`config.mk`:
```
export PLATFORM = sky130hd
export DESIGN_NAME = alu_arbiter
export DESIGN_NICKNAME = d
export VERILOG_FILES = /design/src/rtl/pico_pkg.sv /design/src/rtl/alu.sv /design/src/rtl/alu_arbiter.sv
export SDC_FILE = /design/constraint.sdc
export NUM_CORES = 1
export LEC_CHECK = 0
export CAP_MARGIN = 20
export CORE_AREA = 10 10 99 101
export CTS_BUF_LIST = sky130_fd_sc_hd__clkbuf_8 sky130_fd_sc_hd__clkbuf_16
export CTS_CLUSTER_SIZE = 20
export DETAILED_ROUTE_END_ITERATION = 8
export DIE_AREA = 0 0 109 111
export DONT_BUFFER_PORTS = 1
export GPL_ROUTABILITY_DRIVEN = 0
export GPL_TIMING_DRIVEN = 0
export PLACE_DENSITY_LB_ADDON = 0.1
export RECOVER_POWER = 25
export SLEW_MARGIN = 20
export SYNTH_ARGS = -nofsm -noshare
export SYNTH_HDL_FRONTEND = slang
export SYNTH_HIERARCHICAL = 1
export SYNTH_SLANG_ARGS = --single-unit
```
`constraint.sdc`:
```
create_clock -name clk_i -period 5.2 [get_ports clk_i]
set_clock_uncertainty 0.05 [all_clocks]
set_input_delay 0.78 -clock clk_i [delete_from_list [all_inputs] [get_ports clk_i]]
set_output_delay 0.78 -clock clk_i [all_outputs]
set_load 0.005 [all_outputs]
```
`src/rtl/pico_pkg.sv`:
```
// ---------------------------------------------------------------------------
// pico_pkg
// Shared definitions for the pico datapath: operand width, ALU opcode
// encoding (F_*) and the bit positions of the four status flags inside the
// {Z,N,V,C} flag vector produced by the ALU.
// ---------------------------------------------------------------------------
package pico_pkg;

    localparam int N = 8;

    localparam logic [2:0] F_A   = 3'd0;
    localparam logic [2:0] F_ADD = 3'd1;
    localparam logic [2:0] F_SUB = 3'd2;
    localparam logic [2:0] F_MUL = 3'd3;
    localparam logic [2:0] F_AND = 3'd4;
    localparam logic [2:0] F_OR  = 3'd5;
    localparam logic [2:0] F_XOR = 3'd6;
    localparam logic [2:0] F_NOT = 3'd7;

    localparam int FLAG_C = 0;
    localparam int FLAG_V = 1;
    localparam int FLAG_N = 2;
    localparam int FLAG_Z = 3;

endpackage

```
`src/rtl/alu.sv`:
```
// ---------------------------------------------------------------------------
// alu
// Purely combinational 8-bit pico ALU.
// Ports:
//   i_op    in  3  opcode (F_* encoding from pico_pkg)
//   i_a     in  N  operand a
//   i_b     in  N  operand b
//   o_res   out N  result
//   o_flags out 4  {Z,N,V,C}
// Z and N always come from the add/sub path; C and V are only driven for
// ADD and SUB and read as 0 otherwise. For SUB, C means "borrow".
// ---------------------------------------------------------------------------
module alu
    import pico_pkg::*;
(
    input  logic [2:0]   i_op,
    input  logic [N-1:0] i_a,
    input  logic [N-1:0] i_b,
    output logic [N-1:0] o_res,
    output logic [3:0]   o_flags
);

    logic         w_sub;
    logic         w_arith;
    logic [N-1:0] w_b_eff;
    logic [N:0]   w_sum;

    // Subtraction is a + ~b + 1 on the same adder.
    assign w_sub   = (i_op == F_SUB);
    assign w_arith = (i_op == F_ADD) || w_sub;
    assign w_b_eff = w_sub ? ~i_b : i_b;
    assign w_sum   = {1'b0, i_a} + {1'b0, w_b_eff} + {{N{1'b0}}, w_sub};

    always_comb begin
        // NOTE: default first so every path assigns o_res and no latch is inferred.
        o_res = w_sum[N-1:0];
        case (i_op)
            F_A:     o_res = i_a;
            F_MUL:   o_res = i_a * i_b;
            F_AND:   o_res = i_a & i_b;
            F_OR:    o_res = i_a | i_b;
            F_XOR:   o_res = i_a ^ i_b;
            F_NOT:   o_res = ~i_a;
            default: o_res = w_sum[N-1:0];
        endcase
    end

    assign o_flags[FLAG_Z] = (w_sum[N-1:0] == '0);
    assign o_flags[FLAG_N] = w_sum[N-1];
    // Overflow: operands agree in sign but the sum does not.
    assign o_flags[FLAG_V] = w_arith && (i_a[N-1] == w_b_eff[N-1])
                                     && (w_sum[N-1] != i_a[N-1]);
    // Carry out inverted for SUB to give a borrow flag.
    assign o_flags[FLAG_C] = w_arith && (w_sum[N] ^ w_sub);

endmodule

```
`src/rtl/alu_arbiter.sv`:
```
// ---------------------------------------------------------------------------
// alu_arbiter
// Shares one pico ALU between port 0 (execute) and port 1 (address/PC
// helper). Round-robin grant, one-entry registered result stage with
// valid/ready backpressure, and the architectural flags register.
// Optional feature macro: ALU_ARB_LOCK_EN (port lock for multi-byte chains).
// Ports:
//   clk_i, rst_ni            clock, synchronous active-low reset
//   req_i[1:0]               per-port request (held until granted)
//   op0_i/op1_i, a*/b*       per-port opcode and operands
//   upd0_i/upd1_i            granted op loads flags_o
//   lock_i[1:0]              per-port lock (ignored unless ALU_ARB_LOCK_EN)
//   gnt_o[1:0]               one-hot combinational grant
//   res_valid_o/res_ready_i  result handshake
//   res_id_o, res_o          issuing port and held result
//   res_flags_o, flags_o     held result flags, architectural flags {Z,N,V,C}
// ---------------------------------------------------------------------------
module alu_arbiter
    import pico_pkg::*;
(
    input  logic         clk_i,
    input  logic         rst_ni,
    input  logic [1:0]   req_i,
    input  logic [2:0]   op0_i,
    input  logic [2:0]   op1_i,
    input  logic [N-1:0] a0_i,
    input  logic [N-1:0] b0_i,
    input  logic [N-1:0] a1_i,
    input  logic [N-1:0] b1_i,
    input  logic         upd0_i,
    input  logic         upd1_i,
    input  logic [1:0]   lock_i,
    output logic [1:0]   gnt_o,
    output logic         res_valid_o,
    input  logic         res_ready_i,
    output logic         res_id_o,
    output logic [N-1:0] res_o,
    output logic [3:0]   res_flags_o,
    output logic [3:0]   flags_o
);

    logic         r_res_valid;
    logic         r_res_id;
    logic [N-1:0] r_res;
    logic [3:0]   r_res_flags;
    logic [3:0]   r_flags;
    logic         r_last;

    logic         w_free;
    logic [1:0]   w_req_eff;
    logic [1:0]   w_gnt;
    logic         w_sel;
    logic         w_upd;
    logic [2:0]   w_op;
    logic [N-1:0] w_a;
    logic [N-1:0] w_b;
    logic [N-1:0] w_alu_res;
    logic [3:0]   w_alu_flags;

    // The stage can take a new op if it is empty or draining this cycle.
    assign w_free = !r_res_valid || res_ready_i;

`ifdef ALU_ARB_LOCK_EN
    logic r_lock_active;
    logic r_lock_owner;

    // While locked, only the owner's request is visible, even when idle.
    assign w_req_eff = !r_lock_active ? req_i
                     : (r_lock_owner ? (req_i & 2'b10) : (req_i & 2'b01));

    always_ff @(posedge clk_i) begin
        if (!rst_ni) begin
            r_lock_active <= 1'b0;
            r_lock_owner  <= 1'b0;
        end else if (|w_gnt) begin
            // Any grant sets or clears ownership from the granted port's lock bit.
            r_lock_active <= lock_i[w_sel];
            r_lock_owner  <= w_sel;
        end
    end
`else
    logic w_unused_lock;
    assign w_unused_lock = ^lock_i;
    assign w_req_eff     = req_i;
`endif

    always_comb begin
        w_gnt = 2'b00;
        if (rst_ni && w_free) begin
            case (w_req_eff)
                2'b01:   w_gnt = 2'b01;
                2'b10:   w_gnt = 2'b10;
                2'b11:   w_gnt = r_last ? 2'b01 : 2'b10;
                default: w_gnt = 2'b00;
            endcase
        end
    end

    assign gnt_o = w_gnt;
    assign w_sel = w_gnt[1];
    assign w_op  = w_sel ? op1_i  : op0_i;
    assign w_a   = w_sel ? a1_i   : a0_i;
    assign w_b   = w_sel ? b1_i   : b0_i;
    assign w_upd = w_sel ? upd1_i : upd0_i;

    alu u_alu (
        .i_op    (w_op),
        .i_a     (w_a),
        .i_b     (w_b),
        .o_res   (w_alu_res),
        .o_flags (w_alu_flags)
    );

    // NOTE: reset is synchronous here (sampled on the clock edge), not async.
    always_ff @(posedge clk_i) begin
        if (!rst_ni) begin
            r_res_valid <= 1'b0;
            r_res_id    <= 1'b0;
            r_res       <= '0;
            r_res_flags <= '0;
            r_flags     <= '0;
            r_last      <= 1'b1;
        end else if (|w_gnt) begin
            // NOTE: non-blocking so every register samples pre-edge values.
            r_res_valid <= 1'b1;
            r_res_id    <= w_sel;
            r_res       <= w_alu_res;
            r_res_flags <= w_alu_flags;
            r_last      <= w_sel;
            if (w_upd) begin
                r_flags <= w_alu_flags;
            end
        end else if (res_ready_i) begin
            r_res_valid <= 1'b0;
        end
    end

    assign res_valid_o = r_res_valid;
    assign res_id_o    = r_res_id;
    assign res_o       = r_res;
    assign res_flags_o = r_res_flags;
    assign flags_o     = r_flags;

endmodule
```
==> impl_metrics.ini <==
[run_status]
status = finished, final reports clean

[critical_path]
r2r-start = res_valid_o$_SDFFE_PN0P_
worst_ep_arrival_time_ns = 5.04
worstReg2RegEnd = res_o[7]$_SDFFE_PN0P_
crit_path_top_delay_cell = fa_1
reg2reg_slack_ns = 0.49
crit_path_end_kind = register
cp_max_fo = 8
worst-r2r-cell-count = 21
crit_chain = clkbuf_4, nand4_1, inv_2, buf_6, nand2_1, nand2_1, inv_1, nor2_1, fa_1, ha_1, inv_1, fa_1, inv_1, fa_1, a21o_1, a21oi_4, xnor2_2, xnor2_2, o221a_1, mux2i_1, nor2b_1
slowest_delay_ns = 0.52
path_class = input pin to register
cp.required_ns = 5.29
worstSetupStartpointType = input pin

[synthesis]
synth-seq-cells = 19
synth.distinct_cells = 52
synth_area_mm2 = 0.003050
synth_edf_count = 0
syn_nets = 497
synth.top_cell.area_share = 0.1600
synth_area_leader_cell = ha_1
syn-mean-instance-area_um2 = 7.664
yosysWarnings = 6
yosysSeqAreaShare = 0.1247
synth_async_sr_flop_share = 0
netlist_instances = 398
ys_top_cells_by_area = ha_1 16%, dfxtp_1 12%, nand2_1 12%
ys.flop_type = dfxtp_1

[grt]
antenna_found_initial = 0
grt_pass1_wl_um = 14020
gr-total-overflow = 0
grt_pass1_vias = 2735
grt_max_degree = 11
grt_usage = 0.1405

[sta]
tightest_slew_ns = 0.5079
hold_viol_final = 0
setup-violations-final = 0
whs_ns = 0.4315
slew_viol_final = 0
fin_setup_tns_ns = 0
setup_slack_ns = 0.2504
fmax_mhz = 202.0
fin_crit_ns = 4.950
slew_headroom = 0.6614
fin_crit_sh = 0.9518

[cts]
hold_buffers = 0
cts_htree_levels = 1
cts_tree = built
clk_latency_ns = 0.25
cts.clk_slew.worst_paths_ns = 0.07
cts.path.max_buffers = 2
root_buffer = clkbuf_8
cts-buffers-inserted = 3
clock_sinks = 19

[power]
internal_power_uw = 488.0
switching_power_uw = 398.4
p_per_area_mw_per_mm2 = 256.5
combPwrFrac = 0.697
seq_power_share = 0.192
peakVddDrop_uv = 116.9
switching_share = 0.4494
clockPowerShare = 0.111
p_leak_uw = 0.001682

[route]
ant_nets = 0
drt_iter0_markers = 159
firstDrtPassIters = 4
wl_per_cell_um = 16.34
num_vias = 2613
drt_wl_total_um = 8548
drc = 0
vias_per_cell = 4.996

[hold_path]
holdPathStages = 2
hold_path_class = register to register
hold_end = flags_o[1]$_SDFFE_PN0P_
holdCritStartpoint = flags_o[1]$_SDFFE_PN0P_

[placed_design]
pre_cts_ws_ns = -0.5433
io_buffers = 0
hpwl_um = 6985
place_area_mm2 = 0.003182

[floorplanning]
die_area_mm2 = 0.01210
die_h_um = 111
rows = 33
pin_count = 67
initial_core_util = 0.3828
core_mm2 = 0.007969
fp.dieW_um = 109

[cells_and_area]
nets = 518
layout_commonest_cell = nand2_1
drive_above_1_share = 0.1555
post-route-util = 0.4337
final_cell_mix = 90 x nand2_1, 52 x inv_1, 37 x ha_1
fin_area_mm2 = 0.003456
n_antenna_cell = 0
area_growth_pct = 13.29

[run]
cap_viol_max_count = 0
==> metal layers <==
metal / vias up / wire length [um] / GRT usage
li1: 1340 / - / -
met1: 1199 / 3971 / 0.1993
met2: 68 / 3908 / 0.2145
met3: 6 / 585 / 0.02791
met4: 0 / 82 / 0.02375
met5: - / 0 / 0
==> cells by family after synthesis <==
| group | Yosys count | synth area share |
|---|---|---|
| AND/OR/NAND/NOR | 151 | 0.2182 |
| buffers and inverters | 71 | 0.09475 |
| adder cells (fa/ha/maj) | 52 | 0.2453 |
| AO/OA/AOI/OAI | 50 | 0.1247 |
| XOR/XNOR | 29 | 0.08573 |
| multiplexers | 26 | 0.1066 |
| flip-flops | 19 | 0.1247 |
==> timing repair <==
action                                  4_1_cts  5_1_grt
endpoints found under the setup margin        2        2
gates resized for setup                      12       18
cloned                                        0        2
buffers inserted                              0       14
pin swaps                                     1       11
==> registers in the layout (all words and copies together), names as in the netlist <==
| signal | cells |
|---|---|
| res_o | 8 |
| flags_o | 4 |
| res_flags_o | 4 |
| r_last | 1 |
| res_id_o | 1 |
| res_valid_o | 1 |
==> Yosys cell counts (all sizes together), types with 2 or more instances <==
cell type,instances
nand2,97
inv,55
ha,39
nor2,26
xnor2,24
dfxtp,19
mux2i,19
fa,13
nor2b,13
o21ai,11
a21oi,10
buf,9
clkbuf,7
mux4,5
nor3,5
xor2,5
o221a,4
a21boi,3
a21o,3
o211ai,3
o22ai,3
a211oi,2
a221oi,2
mux2,2
nor3b,2
==> worst max-delay path, delay by kind of cell <==
| family | cells | cell delay [ns] |
|---|---|---|
| fa+ha+maj | 4 | 1.68 |
| mux | 1 | 0.13 |
| simple gates | 5 | 0.72 |
| compound gates | 3 | 0.63 |
| xor+xnor | 2 | 0.24 |
| buf+inv | 6 | 0.83 |
==> cell type report <==
class	instances	area, um2
plain buffers	16	101.3
flip-flops and latches	19	380.4
clock buffers	3	41.29
multi-input cells	308	2472
clock inverters	1	3.754
well taps	105	131.4
fillers	845	4513
inverters	55	210.2
repair buffers	16	115.1
==> worst max path at each step <==
stage,startpoint,to,slack [ns],cells past startpoint
after global routing,rst_ni,res_o[7]$_SDFFE_PN0P_,-0.01,22
after global placement,rst_ni,res_o[7]$_SDFFE_PN0P_,-0.51,20
after CTS,rst_ni,res_o[7]$_SDFFE_PN0P_,0.02,22
after detailed placement,rst_ni,res_o[7]$_SDFFE_PN0P_,-0.54,21
after floorplan,rst_ni,res_o[7]$_SDFFE_PN0P_,0.18,20
final,rst_ni,res_o[7]$_SDFFE_PN0P_,0.25,21
==> metrics by stage <==
stage               power (uW)  cells
detailed placement       731.7    503
finish                   886.4    523
global placement         724.5    503
CTS                      839.3    507
global route             974.4    523
floorplan                602.4    398
==> power groups by stage <==
stage	clock, uW	combinational [uW]	sequential, uW
2_1_floorplan	0	433	170
3_3_place_gp	0	551	174
3_5_place_dp	0	558	174
4_1_cts	101	567	171
5_1_grt	109	693	172
6_report	98.5	618	170
Note: power is estimated with default switching activity, not from simulation.
